--- src/rtl/bcd_race_timer.sv ---
// N-digit BCD race/score timer with snapshot register and multiplexed seven-segment scan driver.
// Define BCD_RACE_TIMER_LZB_EN to blank leading zeros above the decimal-point digit.

module bcd_race_timer_digit (
    input  logic       down,
    input  logic       cin,
    input  logic [3:0] d,
    output logic [3:0] q,
    output logic       at_lim
);
    always_comb begin
        at_lim = down ? (d == 4'd0) : (d == 4'd9);
        q      = d;
        if (cin) begin
            if (down) q = at_lim ? 4'd9 : d - 4'd1;
            else      q = at_lim ? 4'd0 : d + 4'd1;
        end
    end
endmodule

module bcd_race_timer #(
    parameter int DIGITS    = 6,
    parameter int TICK_DIV  = 10000000,
    parameter int WRAP      = 0,
    parameter int SCAN_BITS = 16,
    parameter int DP_POS    = 1
) (
    input  logic                  clk,
    input  logic                  reset,
    input  logic                  clear,
    input  logic                  run,
    input  logic                  mode_down,
    input  logic                  load,
    input  logic [4*DIGITS-1:0]   load_val,
    input  logic                  refresh_tick,
    output logic [4*DIGITS-1:0]   bcd_live,
    output logic [4*DIGITS-1:0]   bcd_snap,
    output logic                  count_tick,
    output logic                  expired,
    output logic                  overflow,
    output logic [DIGITS-1:0]     sseg_an,
    output logic [7:0]            sseg_cat
);
    localparam int              PW      = $clog2(TICK_DIV);
    localparam int              IW      = $clog2(DIGITS);
    localparam logic [PW-1:0]   PS_LAST = PW'(TICK_DIV - 1);
    localparam logic [IW-1:0]   IDX_TOP = IW'(DIGITS - 1);

    logic [DIGITS-1:0][3:0] live_q, snap_q, live_nxt, ld_clamp;
    logic [DIGITS-1:0]      lim, cin, dp_on;
    logic [PW-1:0]          presc;
    logic                   at_limit, stall, ps_wrap, step, zero_hit;

    // Carry/borrow into digit i is the AND of all lower digits sitting at their limit.
    for (genvar i = 0; i < DIGITS; i++) begin : g_dig
        assign cin[i]      = &(lim | ~DIGITS'((1 << i) - 1));
        assign ld_clamp[i] = (load_val[4*i +: 4] > 4'd9) ? 4'd9 : load_val[4*i +: 4];
        assign dp_on[i]    = (i == DP_POS);
        bcd_race_timer_digit u_dig (
            .down   (mode_down),
            .cin    (cin[i]),
            .d      (live_q[i]),
            .q      (live_nxt[i]),
            .at_lim (lim[i])
        );
    end

    assign at_limit = &lim;
    assign stall    = mode_down && expired && (WRAP == 0);
    assign ps_wrap  = (presc == PS_LAST);
    assign zero_hit = run && mode_down && at_limit && !expired;
    assign step     = run && !stall && ps_wrap;

    always_ff @(posedge clk or negedge reset) begin
        if (!reset) begin
            presc      <= '0;
            live_q     <= '0;
            count_tick <= 1'b0;
            expired    <= 1'b0;
            overflow   <= 1'b0;
        end else if (clear) begin
            presc      <= '0;
            live_q     <= '0;
            count_tick <= 1'b0;
            expired    <= 1'b0;
            overflow   <= 1'b0;
        end else if (load) begin
            presc      <= '0;
            live_q     <= ld_clamp;
            count_tick <= 1'b0;
            expired    <= 1'b0;
            overflow   <= 1'b0;
        end else begin
            count_tick <= 1'b0;
            overflow   <= 1'b0;
            if (run && !stall) presc <= ps_wrap ? '0 : presc + 1'b1;
            // Down-counting from zero that was never flagged expires without stepping.
            if (zero_hit) begin
                expired <= 1'b1;
            end else if (step && (!at_limit || WRAP != 0)) begin
                live_q     <= live_nxt;
                count_tick <= 1'b1;
                overflow   <= at_limit && !mode_down;
                if (mode_down && live_nxt == '0) expired <= 1'b1;
            end
        end
    end

    always_ff @(posedge clk or negedge reset) begin
        if (!reset)            snap_q <= '0;
        else if (refresh_tick) snap_q <= live_q;
    end

    assign bcd_live = live_q;
    assign bcd_snap = snap_q;

    logic [SCAN_BITS-1:0] scan_cnt;
    logic [IW-1:0]        idx;
    logic [3:0]           cur;
    logic [6:0]           seg;
    logic                 guard, blank;

    assign cur   = snap_q[idx];
    assign guard = (scan_cnt[SCAN_BITS-1 -: 2] == 2'b11);

    always_comb begin
        case (cur)
            4'd0:    seg = 7'h40;
            4'd1:    seg = 7'h79;
            4'd2:    seg = 7'h24;
            4'd3:    seg = 7'h30;
            4'd4:    seg = 7'h19;
            4'd5:    seg = 7'h12;
            4'd6:    seg = 7'h02;
            4'd7:    seg = 7'h78;
            4'd8:    seg = 7'h00;
            4'd9:    seg = 7'h10;
            default: seg = 7'h7F;
        endcase
    end

`ifdef BCD_RACE_TIMER_LZB_EN
    logic [DIGITS-1:0] zd, lzb;
    // Digit i is a leading zero when it and every higher digit are zero.
    for (genvar i = 0; i < DIGITS; i++) begin : g_lzb
        assign zd[i]  = (snap_q[i] == 4'd0);
        assign lzb[i] = (i > DP_POS) && (&(zd | DIGITS'((1 << i) - 1)));
    end
    assign blank = lzb[idx];
`else
    assign blank = 1'b0;
`endif

    always_ff @(posedge clk or negedge reset) begin
        if (!reset) begin
            scan_cnt <= '0;
            idx      <= IDX_TOP;
            sseg_an  <= '1;
            sseg_cat <= 8'hFF;
        end else begin
            scan_cnt <= scan_cnt + 1'b1;
            if (&scan_cnt) idx <= (idx == '0) ? IDX_TOP : idx - 1'b1;
            sseg_an  <= ~(DIGITS'(1) << idx);
            sseg_cat <= guard ? {~dp_on[idx], blank ? 7'h7F : seg} : 8'hFF;
        end
    end
endmodule

--- config.mk ---
export PLATFORM = sky130hd
export DESIGN_NAME = bcd_race_timer
export DESIGN_NICKNAME = d
export VERILOG_FILES = /design/src/rtl/bcd_race_timer.sv
export SDC_FILE = /design/constraint.sdc
export NUM_CORES = 1
export LEC_CHECK = 0
export CAP_MARGIN = 40
export CORE_ASPECT_RATIO = 1.1
export CORE_UTILIZATION = 56
export DETAILED_ROUTE_END_ITERATION = 8
export GPL_TIMING_DRIVEN = 0
export PLACE_DENSITY = 0.92
export RECOVER_POWER = 50
export SYNTH_ARGS = -nofsm -noshare
export SYNTH_HDL_FRONTEND = slang
export SYNTH_SLANG_ARGS = --single-unit
--- constraint.sdc ---
create_clock -name clk -period 3.87 [get_ports clk]
set_input_delay 0.774 -clock clk [delete_from_list [all_inputs] [get_ports clk]]
set_output_delay 0.774 -clock clk [all_outputs]
set_load 0.05 [all_outputs]
==> summary.txt <==
Die
  – Core area: 11,980 sq um
  – Rows: 42
  – Initial core utilization: a little under three fifths
  – Io pins: between 90 and 100
  – Die width: between 100 and 150 um
  – Die height: around 120 um
  – Die Area: ~13,000 sq um

Clock network
  – Hold Buf Count CTS: 0
  – TritonCTS clock tree: built
  – Num CTS Buffers: 9
  – Resized cells post-CTS: 0
  – Post-CTS Setup Inserts: 0
  – Clk slew on worst S/H paths: 0.08 ns
  – Clock latency on the worst-skew pair: roughly 0.37 ns
  – Clock H-tree levels: 3
  – CTS root buffer: clkbuf_16
  – Clock Tree Buf Depth: 2
  – Sink Count: approximately 110

Synthesis
  – Sequential area share after synthesis: around 40%
  – Synth Net Count: just over 800
  – Synthesized flop and latch total: approximately 110
  – Cell with the most instances after synthesis: dfrtp_1
  – Post-synth ARST share: 100.0%
  – Post-synth top area cell: dfrtp_1
  – EDFF count, synth: 0
  – Synth top area share: 33.44%
  – Top FF cell, synth: dfrtp_1
  – Mapped Area: about 6900 sq um
  – Library cells used by synthesis: 78
  – Mean Syn Cell Area: around 9.0 sq um
  – Area contributors post-synth: dfrtp_1 (33%), dfstp_2 (6.1%), ha_1 (5.8%)
  – Post-Synthesis Cells: ~760
  – Synth cell count leaders: dfrtp_1 (92), nor2_1 (90), nand2_1 (71)
  – Synth warn: 0

Cells and area
  – Area Growth Syn to Fin: 20.92%
  – Share of layout cells above drive strength 1: 10.69%
  – Final Core Density: a little over two thirds
  – Total Nets Final: between 900 and 1k
  – Finished Layout Cells: 1,024
  – Antenna diodes: 0

Route
  – Antenna-violating nets left: 0
  – First-pass iteration count of the detailed router: 8
  – Vias per std cell: 6.326
  – Routed length per instance: ~18 um
  – Total Wirelength: approximately 19 mm
  – 1st-iter DRT viols: 666
  – DR vias: approximately 6.5k
  – Drt drc: 1

Critical path
  – FF-to-FF End: bcd_live[4]$_DFFE_PN0P_
  – Cells on worst reg2reg path: 9
  – Crit path arrival time: approximately 4.0 ns
  – Max stage delay cell, worst path: clkdlybuf4s50_1
  – Slowest stage delay, CP: between 0.6 and 0.7 ns
  – CP Capture Type: flop
  – Crit Path Category: input port to flop
  – Startpoint types: input port
  – Setup slack, reg-to-reg: around 0.40 ns
  – Crit path cell chain: clkdlybuf4s50_1 -> buf_2 -> buf_2 -> mux2i_1 -> nor4_4 -> a21o_1 -> nand2_1 -> clkbuf_1 -> o22a_1
  – Worst Path Max Fanout: 10
  – Most common cell on crit path: buf_2
  – Worst Path Required: ~4.1 ns
  – Worst R2R Start: bcd_live[16]$_DFFE_PN0P_

GRT
  – Total grt overflow: 0
  – First-pass GRT wire length: 31.08 mm
  – Initial antenna violation count: 0
  – GRT Overall Usage: a little under a third
  – Vias in the first global route: between 6k and 7k
  – Largest net degree at the start of global routing: 59

Worst hold path
  – Hold path endpoint: scan_cnt[0]$_DFF_PN0_
  – Hold Crit Start: scan_cnt[0]$_DFF_PN0_
  – Worst hold stages: 1
  – HP Class: flop to flop

Outcome
  – Failing checks: DRC
  – Status: complete, but fails checks

STA
  – Tcrit/Tclk final: a little over nine tenths
  – Final min period: between 3 and 4 ns
  – Final worst slack: 0.1257 ns
  – Fmax achieved: ~270 MHz
  – Setup TNS: 0 ns
  – Final hold violation count: 0
  – Final setup fails: 0
  – Clock Skew: between 0.015 and 0.02 ns
  – Slew Limit Fails: 0
  – Least-Margin Pin Slew: about 1.4 ns
  – RSZ-0062 raised after global routing: no
  – Relative max-transition margin: 5.120%

Power
  – Power density over the cells: 336.8 nW/um^2
  – Tot Pwr: approximately 2.8 mW
  – Worst vdd ir: 306.0 uV
  – Static leakage: 3.497 nW

Placement
  – Half-perimeter wire length after placement: 13.92 mm
  – # placed instances: 1,009
  – DP Worst Slack: -0.3218 ns
  – Final GP Congestion: about 0.96
  – IO Port Bufs: slightly above 90

Flow run
  – Max cap viols: 0
-- registers in the layout (all words and copies together) (netlist names) --
| name | flops |
|---|---|
| count_tick | 1 |
| bcd_snap | 24 |
| scan_cnt | 16 |
| presc | 24 |
| expired | 1 |
| sseg_an | 6 |
| idx | 3 |
| bcd_live | 24 |
| overflow | 1 |
| sseg_cat | 8 |
-- worst max path at each step --
| stage | from | to | slack (ns) | cells past startpoint |
|---|---|---|---|---|
| 6_report | mode_down | bcd_live[4]$_DFFE_PN0P_ | 0.13 | 9 |
| 3_3_place_gp | reset | scan_cnt[12]$_DFF_PN0_ | -2.03 | 1 |
| 4_1_cts | mode_down | bcd_live[3]$_DFFE_PN0P_ | 0.09 | 11 |
| 2_1_floorplan | bcd_live[4]$_DFFE_PN0P_ | expired$_DFFE_PN0P_ | 0.63 | 11 |
| 5_1_grt | mode_down | bcd_live[13]$_DFFE_PN0P_ | 0.002 | 10 |
| 3_5_place_dp | mode_down | bcd_live[3]$_DFFE_PN0P_ | -0.32 | 11 |
-- routing by layer --
layer / vias to the layer above / track usage [%] / routed length, um / part of all wire (%)
li1: 2908 / - / - / -
met1: 3131 / 37.96 / 7245 / 38
met2: 342 / 51.68 / 9278 / 49
met3: 97 / 6.619 / 1473 / 7.8
met4: 0 / 17.81 / 883 / 4.7
met5: - / 0 / 0 / 0
-- power by group --
group	internal, mW	switching (mW)	total, mW	leakage, nW
Combinational	0.229	0.408	0.638	1.95
Sequential	1.17	0.0462	1.21	1.40
Clock	0.466	0.489	0.955	0.151
-- per-stage QoR --
stage | hold WS [ns] | cell area [sq um]
after global placement | 0.4543 | 8008
after global routing | 0.4950 | 8324
after detailed placement | 0.4625 | 8033
final | 0.4722 | 8324
after floorplan | 0.4381 | 6884
after CTS | 0.4818 | 8342
-- placed cells by master, fill, tap and decap left out, drive strengths merged, types with 4 or more instances in the layout --
cell type | Yosys | final
dfrtp | 92 | 92
clkdlybuf4s50 | 0 | 92
nor2 | 90 | 90
nand2 | 71 | 71
a21oi | 57 | 57
o21ai | 51 | 51
clkbuf | 32 | 43
inv | 34 | 38
ha | 32 | 32
nand3 | 31 | 31
mux2 | 26 | 26
xor2 | 21 | 21
dfstp | 16 | 16
nand4 | 15 | 15
xnor2 | 13 | 13
mux2i | 12 | 12
nand2b | 10 | 10
nor3b | 10 | 10
a31oi | 9 | 9
and3 | 8 | 8
nor3 | 8 | 8
o211ai | 7 | 7
o21a | 7 | 7
o31ai | 7 | 7
and3b | 6 | 6
buf | 7 | 6
a22oi | 5 | 5
mux4 | 4 | 4
o22ai | 4 | 4
nor2b | 4 | 4
nor4b | 4 | 4
or2 | 4 | 4
clkinv | 1 | 4
-- worst max-delay path, delay by kind of cell --
kind,cells,cell delay (ns)
compound gates,2,0.60
simple gates,2,0.69
mux,1,0.17
buf+inv,4,1.75
-- kinds of logic (layout without fill, tap and decap cells) --
| logic type | Yosys count | count (layout) | share of synthesized area [%] |
|---|---|---|---|
| AND/OR/NAND/NOR | 288 | 288 | 21.63 |
| multiplexers | 42 | 42 | 7.307 |
| AO/OA/AOI/OAI | 182 | 182 | 16.87 |
| other | 1 | 1 | 0.05447 |
| adder cells (fa/ha/maj) | 32 | 32 | 5.816 |
| flip-flops | 108 | 108 | 39.55 |
| buffers and inverters | 74 | 183 | 4.453 |
| XOR/XNOR | 34 | 34 | 4.326 |
-- area by class of cell --
class / count / area, sq um
Clock buffer: 9 / 225.2
Buffer: 38 / 173.9
Clock inverter: 7 / 83.83
Timing Repair Buffer: 94 / 930.9
Tap cell: 154 / 192.7
Inverter: 35 / 131.4
Fill cell: 894 / 3657
Sequential cell: 108 / 2723
Multi-Input combinational cell: 579 / 3864
Power figures use the tool's default switching activity.
